## config.mk

```make
export PLATFORM = sky130hd
export DESIGN_NAME = regfile_scoreboard
export DESIGN_NICKNAME = d
export VERILOG_FILES = /design/src/rtl/regfile_scoreboard.sv
export SDC_FILE = /design/constraint.sdc
export NUM_CORES = 1
export LEC_CHECK = 0
export ABC_CLOCK_PERIOD_IN_PS = 3400
export CORE_UTILIZATION = 45
export DETAILED_ROUTE_END_ITERATION = 10
export HOLD_SLACK_MARGIN = 0.05
export SKIP_LAST_GASP = 1
export SLEW_MARGIN = 20
export SYNTH_ARGS = -nofsm -noshare
export SYNTH_HDL_FRONTEND = slang
export SYNTH_SLANG_ARGS = --single-unit
```

## constraint.sdc

```tcl
create_clock -name i_clock -period 3.4 [get_ports i_clock]
set_clock_uncertainty 0.05 [all_clocks]
set_input_delay 0.34 -clock i_clock [delete_from_list [all_inputs] [get_ports i_clock]]
set_output_delay 0.34 -clock i_clock [all_outputs]
set_load 0.02 [all_outputs]
```

## src/rtl/regfile_scoreboard.sv

```systemverilog
// Multi-port general-purpose register file with a per-register busy scoreboard.
// A clear sequencer zeroes every entry after reset before the file reports ready.
module regfile_scoreboard #(
  parameter int ADDR_WIDTH = 5,
  parameter int DATA_WIDTH = 32,
  parameter int NUM_RPORTS = 2,
  parameter int BYPASS     = 1
) (
  input  logic                             i_clock,
  input  logic                             i_reset,
  input  logic                             i_wen,
  input  logic [ADDR_WIDTH-1:0]            i_waddr,
  input  logic [DATA_WIDTH-1:0]            i_wdata,
  input  logic                             i_issue_valid,
  input  logic [ADDR_WIDTH-1:0]            i_issue_rd,
  input  logic [NUM_RPORTS*ADDR_WIDTH-1:0] i_raddr,
  output logic [NUM_RPORTS*DATA_WIDTH-1:0] o_rdata,
  output logic [NUM_RPORTS-1:0]            o_rbusy,
  output logic                             o_ready
);

  localparam int DEPTH = 2 ** ADDR_WIDTH;
  localparam logic [ADDR_WIDTH-1:0] LAST_IDX = {ADDR_WIDTH{1'b1}};

  typedef enum logic {
    CLEAR = 1'b0,
    READY = 1'b1
  } state_e;

  state_e                  state_q, state_d;
  logic [ADDR_WIDTH-1:0]   clr_cnt_q, clr_cnt_d;
  logic [DEPTH-1:0]        busy_q, busy_d;
  logic [DATA_WIDTH-1:0]   rf_q [DEPTH];

  logic                    rf_we;
  logic [ADDR_WIDTH-1:0]   rf_waddr;
  logic [DATA_WIDTH-1:0]   rf_wdata;
  logic                    ready;

  assign ready   = (state_q == READY);
  assign o_ready = ready;

  // Clear sequencer and single write-port arbitration between clear and writeback.
  always_comb begin
    // NOTE: every combinational output gets a default first, so no path leaves
    // a variable unassigned and no latch is inferred.
    state_d   = state_q;
    clr_cnt_d = clr_cnt_q;
    rf_we     = 1'b0;
    rf_waddr  = '0;
    rf_wdata  = '0;
    unique case (state_q)
      CLEAR: begin
        rf_we     = 1'b1;
        rf_waddr  = clr_cnt_q;
        clr_cnt_d = clr_cnt_q + ADDR_WIDTH'(1);
        if (clr_cnt_q == LAST_IDX) begin
          state_d = READY;
        end
      end
      READY: begin
        if (i_wen && (i_waddr != '0)) begin
          rf_we    = 1'b1;
          rf_waddr = i_waddr;
          rf_wdata = i_wdata;
        end
      end
      default: state_d = CLEAR;
    endcase
  end

  // Issue is applied after writeback so a new producer supersedes the old one.
  always_comb begin
    busy_d = busy_q;
    if (ready) begin
      if (i_wen) begin
        busy_d[i_waddr] = 1'b0;
      end
      if (i_issue_valid) begin
        busy_d[i_issue_rd] = 1'b1;
      end
    end
    busy_d[0] = 1'b0;
  end

  always_ff @(posedge i_clock) begin
    // NOTE: sequential state uses non-blocking assignments so every flop samples
    // the pre-edge values regardless of statement order.
    if (i_reset) begin
      state_q   <= CLEAR;
      clr_cnt_q <= '0;
      busy_q    <= '0;
    end else begin
      state_q   <= state_d;
      clr_cnt_q <= clr_cnt_d;
      busy_q    <= busy_d;
    end
  end

  // NOTE: the storage array has no reset term; the clear sequencer zeroes it
  // one entry per cycle, which keeps the array a plain enable-only register bank.
  always_ff @(posedge i_clock) begin
    if (rf_we && !i_reset) begin
      rf_q[rf_waddr] <= rf_wdata;
    end
  end

  for (genvar k = 0; k < NUM_RPORTS; k++) begin : g_rport
    logic [ADDR_WIDTH-1:0] ra;
    logic                  fwd;

    assign ra  = i_raddr[k*ADDR_WIDTH +: ADDR_WIDTH];
    assign fwd = (BYPASS != 0) && ready && i_wen && (i_waddr == ra);

    assign o_rdata[k*DATA_WIDTH +: DATA_WIDTH] = (ra == '0) ? '0 :
                                                 fwd        ? i_wdata :
                                                              rf_q[ra];
    assign o_rbusy[k] = (ra != '0) && !fwd && busy_q[ra];
  end

endmodule

```

==> impl_metrics.json <==
{
  "port_buffers": 122,
  "crit_top_cell": "buf_6",
  "dpl.cell_count": 4671,
  "dp_hpwl_mm": 109.6,
  "cp_max_fo": 8,
  "arrival_ps": 2960,
  "final_max_slew_viol_count": 0,
  "hp-class": "in -> reg",
  "yosysWarningCount": 0,
  "vias_per_cell": 6.794,
  "final_common_cell": "edfxtp_1",
  "drcViolationCount": 0,
  "cts_buffer_depth": 3,
  "hold_viol": 0,
  "grt_max_degree": 41,
  "syn_nets": 2988,
  "yosys.area.top_type": "edfxtp_1",
  "critPathLaunchType": "flip-flop",
  "max_slew.worst_pin.slew_ps": 1174,
  "synth.avg_cell_area_um2": 17.34,
  "cts_buffers": 111,
  "fin_crit_sh_pct": 98.56,
  "grt_pass1_wl_mm": 246.8,
  "grt_usage_pct": 30.88,
  "gp_congestion": 0.8911,
  "ys.flop_type": "edfxtp_1",
  "timing.fmax_mhz": 298.4,
  "r2r-start": "o_ready",
  "hold_depth": 5,
  "crit_slowest_cell": "a311o_1",
  "final_nets": 3355,
  "p_per_area_nw_per_um2": 490.0,
  "grt_overflow_total": 0,
  "final_cell_mix": "edfxtp_1, mux4_2, buf_4",
  "stdcell_count": 4885,
  "worst_setup_path_end_kind": "primary output",
  "synth.distinct_cells": 65,
  "r2r-end": "rf_q[6][5]",
  "maxCapViolCount": 0,
  "period_minus_slack_ps": 3351,
  "dieHeight_um": 338.0,
  "syn_area_um2": 50810,
  "initial_core_util_pct": 45.66,
  "required_ps": 3010,
  "rows": 122,
  "syn_to_final_growth_pct": 19.55,
  "synth.area.top_cells": "edfxtp_1, mux4_2, mux2i_1",
  "ios": 123,
  "power.leakage_uw": 0.02154,
  "min-delay-start": "i_issue_valid",
  "critPathMaxStageDelay_ps": 410,
  "synth-seq-cells": 1061,
  "ff2ff_path_depth": 5,
  "ys_seq_area_share_pct": 61.97,
  "dr.pass1.iters": 9,
  "r2r_slack_ps": 500,
  "clkTransAtPathRegs_ps": 60,
  "status": "complete, no violations",
  "grt_pass1_vias": 33670,
  "crit_type": "reg -> out",
  "place_ws_ps": -282.9,
  "slew_headroom_pct": 21.75,
  "finalSetupViolations": 0,
  "dr_total_vias": 33190,
  "rsz0062_at_grt": "yes",
  "antenna_found_initial": 6,
  "drt_wl_total_mm": 175.7,
  "drtIter0Drc": 4443,
  "cts_tree": "built",
  "ant_nets": 0,
  "wl_per_cell_um": 35.96,
  "ys_async_sr_fraction_pct": 0,
  "fin_ws_ps": 48.89,
  "clk_latency_ps": 680,
  "core_area_um2": 111300,
  "synthCells": 2930,
  "drive_above_1_share_pct": 31.02,
  "fin_util_pct": 54.59,
  "cp_cell_sequence": "nand2_1 -> buf_4 -> nor4_4 -> buf_6 -> buf_6 -> nor4_1 -> a311o_1 -> dlygate4sd2_1",
  "synth_edf_count": 1024,
  "synth_top_area_share_pct": 60.51,
  "cts.sinks": 1061,
  "die_area_um2": 114300,
  "min_to": "busy_q[18]",
  "dieWidth_um": 338.0,
  "cts_root_buffer": "clkbuf_16",
  "htree_levels": 3,
  "peakVddDrop_uv": 484.9
}
## area by class of cell
class,count,area (um^2)
antenna,6,15.01
clock buffer,129,2867
clock inverter,78,927.1
fill,8584,50530
inverter,10,37.54
multi-input combinational,1631,18430
sequential,1061,31490
tap,1488,1862
timing repair buffer,482,5121
## critical path: cells and delay by family (launching register included)
kind                   cells  cell delay, ps
and+or+nand+nor            3             530
buffers and inverters      4             950
DFF                        1             360
AOI/OAI and AO/OA          1             410
## timing repair
| item | 4_1_cts | 5_1_grt |
|---|---|---|
| buffers inserted | 0 | 1 |
| hold buffers | 0 | 0 |
| setup endpoints to repair | 57 | 23 |
| gates resized for setup | 56 | 29 |
| endpoints found under the hold margin | 0 | 0 |
| cloned | 0 | 0 |
## sequential cells by signal (all words and copies together) (netlist names)
signal and count:
o_ready 1, rf_q 1024, clr_cnt_q 5, busy_q 31
## cell families (layout without fill, tap and decap cells)
group,Yosys count,in the layout,share of synthesized area [%]
simple gates,442,442,4.388
fa+ha+maj,2,2,0.04924
other cells,0,6,0
buf+inv,238,699,2.563
flops,1061,1061,61.97
mux,684,684,24.12
compound gates,491,491,6.705
xor+xnor,12,12,0.2068
## power breakdown
group / total [uW] / internal (uW) / switching, uW
Sequential: 14200 / 14200 / 35.4
Clock: 12700 / 7480 / 5220
Combinational: 2830 / 1240 / 1590
Total: 29800 / 22900 / 6850
## per-layer routing
metal | global-route usage [%] | part of all wire (%) | up-vias
met2 | 49.30 | 48 | 2327
li1 | - | - | 13130
met5 | 0 | 0.0074 | -
met1 | 41.20 | 37 | 17290
met3 | 6.167 | 11 | 435
met4 | 13.57 | 4.5 | 2
## worst max-delay path by stage
stage                from     endpoint  slack [ps]
2_1_floorplan     o_ready  rf_q[14][0]         170
3_3_place_gp   i_waddr[2]  o_rdata[26]        -360
3_5_place_dp   i_waddr[4]  o_rdata[26]        -280
4_1_cts        rf_q[2][9]  o_rdata[41]         -60
5_1_grt           o_ready  o_rdata[31]         -40
6_report          o_ready   o_rdata[9]          50
## through the flow
step	total power [uW]	instance area [um^2]	hold slack [ps]	TNS, ps
floorplan	16080	50810	410.3	0
global placement	17320	56810	423.4	-2810
detailed placement	17340	56810	437.7	-2888
CTS	29870	60650	438.7	-161.5
global route	30460	60730	464.5	-84.94
finish	29770	60750	430.4	0
## cells in the mapped netlist (15+ instances only)
library cell	count
and2_1	36
nor3_1	38
nor2_1	98
buf_2	63
o21ai_0	84
a21oi_1	100
mux2i_1	250
clkbuf_1	93
a211oi_1	69
nand2b_1	15
dfxtp_1	37
nor2b_1	58
a211o_1	15
nand3_1	30
nand2_1	107
buf_4	36
a22oi_1	48
o22ai_1	37
edfxtp_1	1024
buf_6	26
a221o_1	57
mux4_2	432
a221oi_1	36
Power figures use the tool's default switching activity.
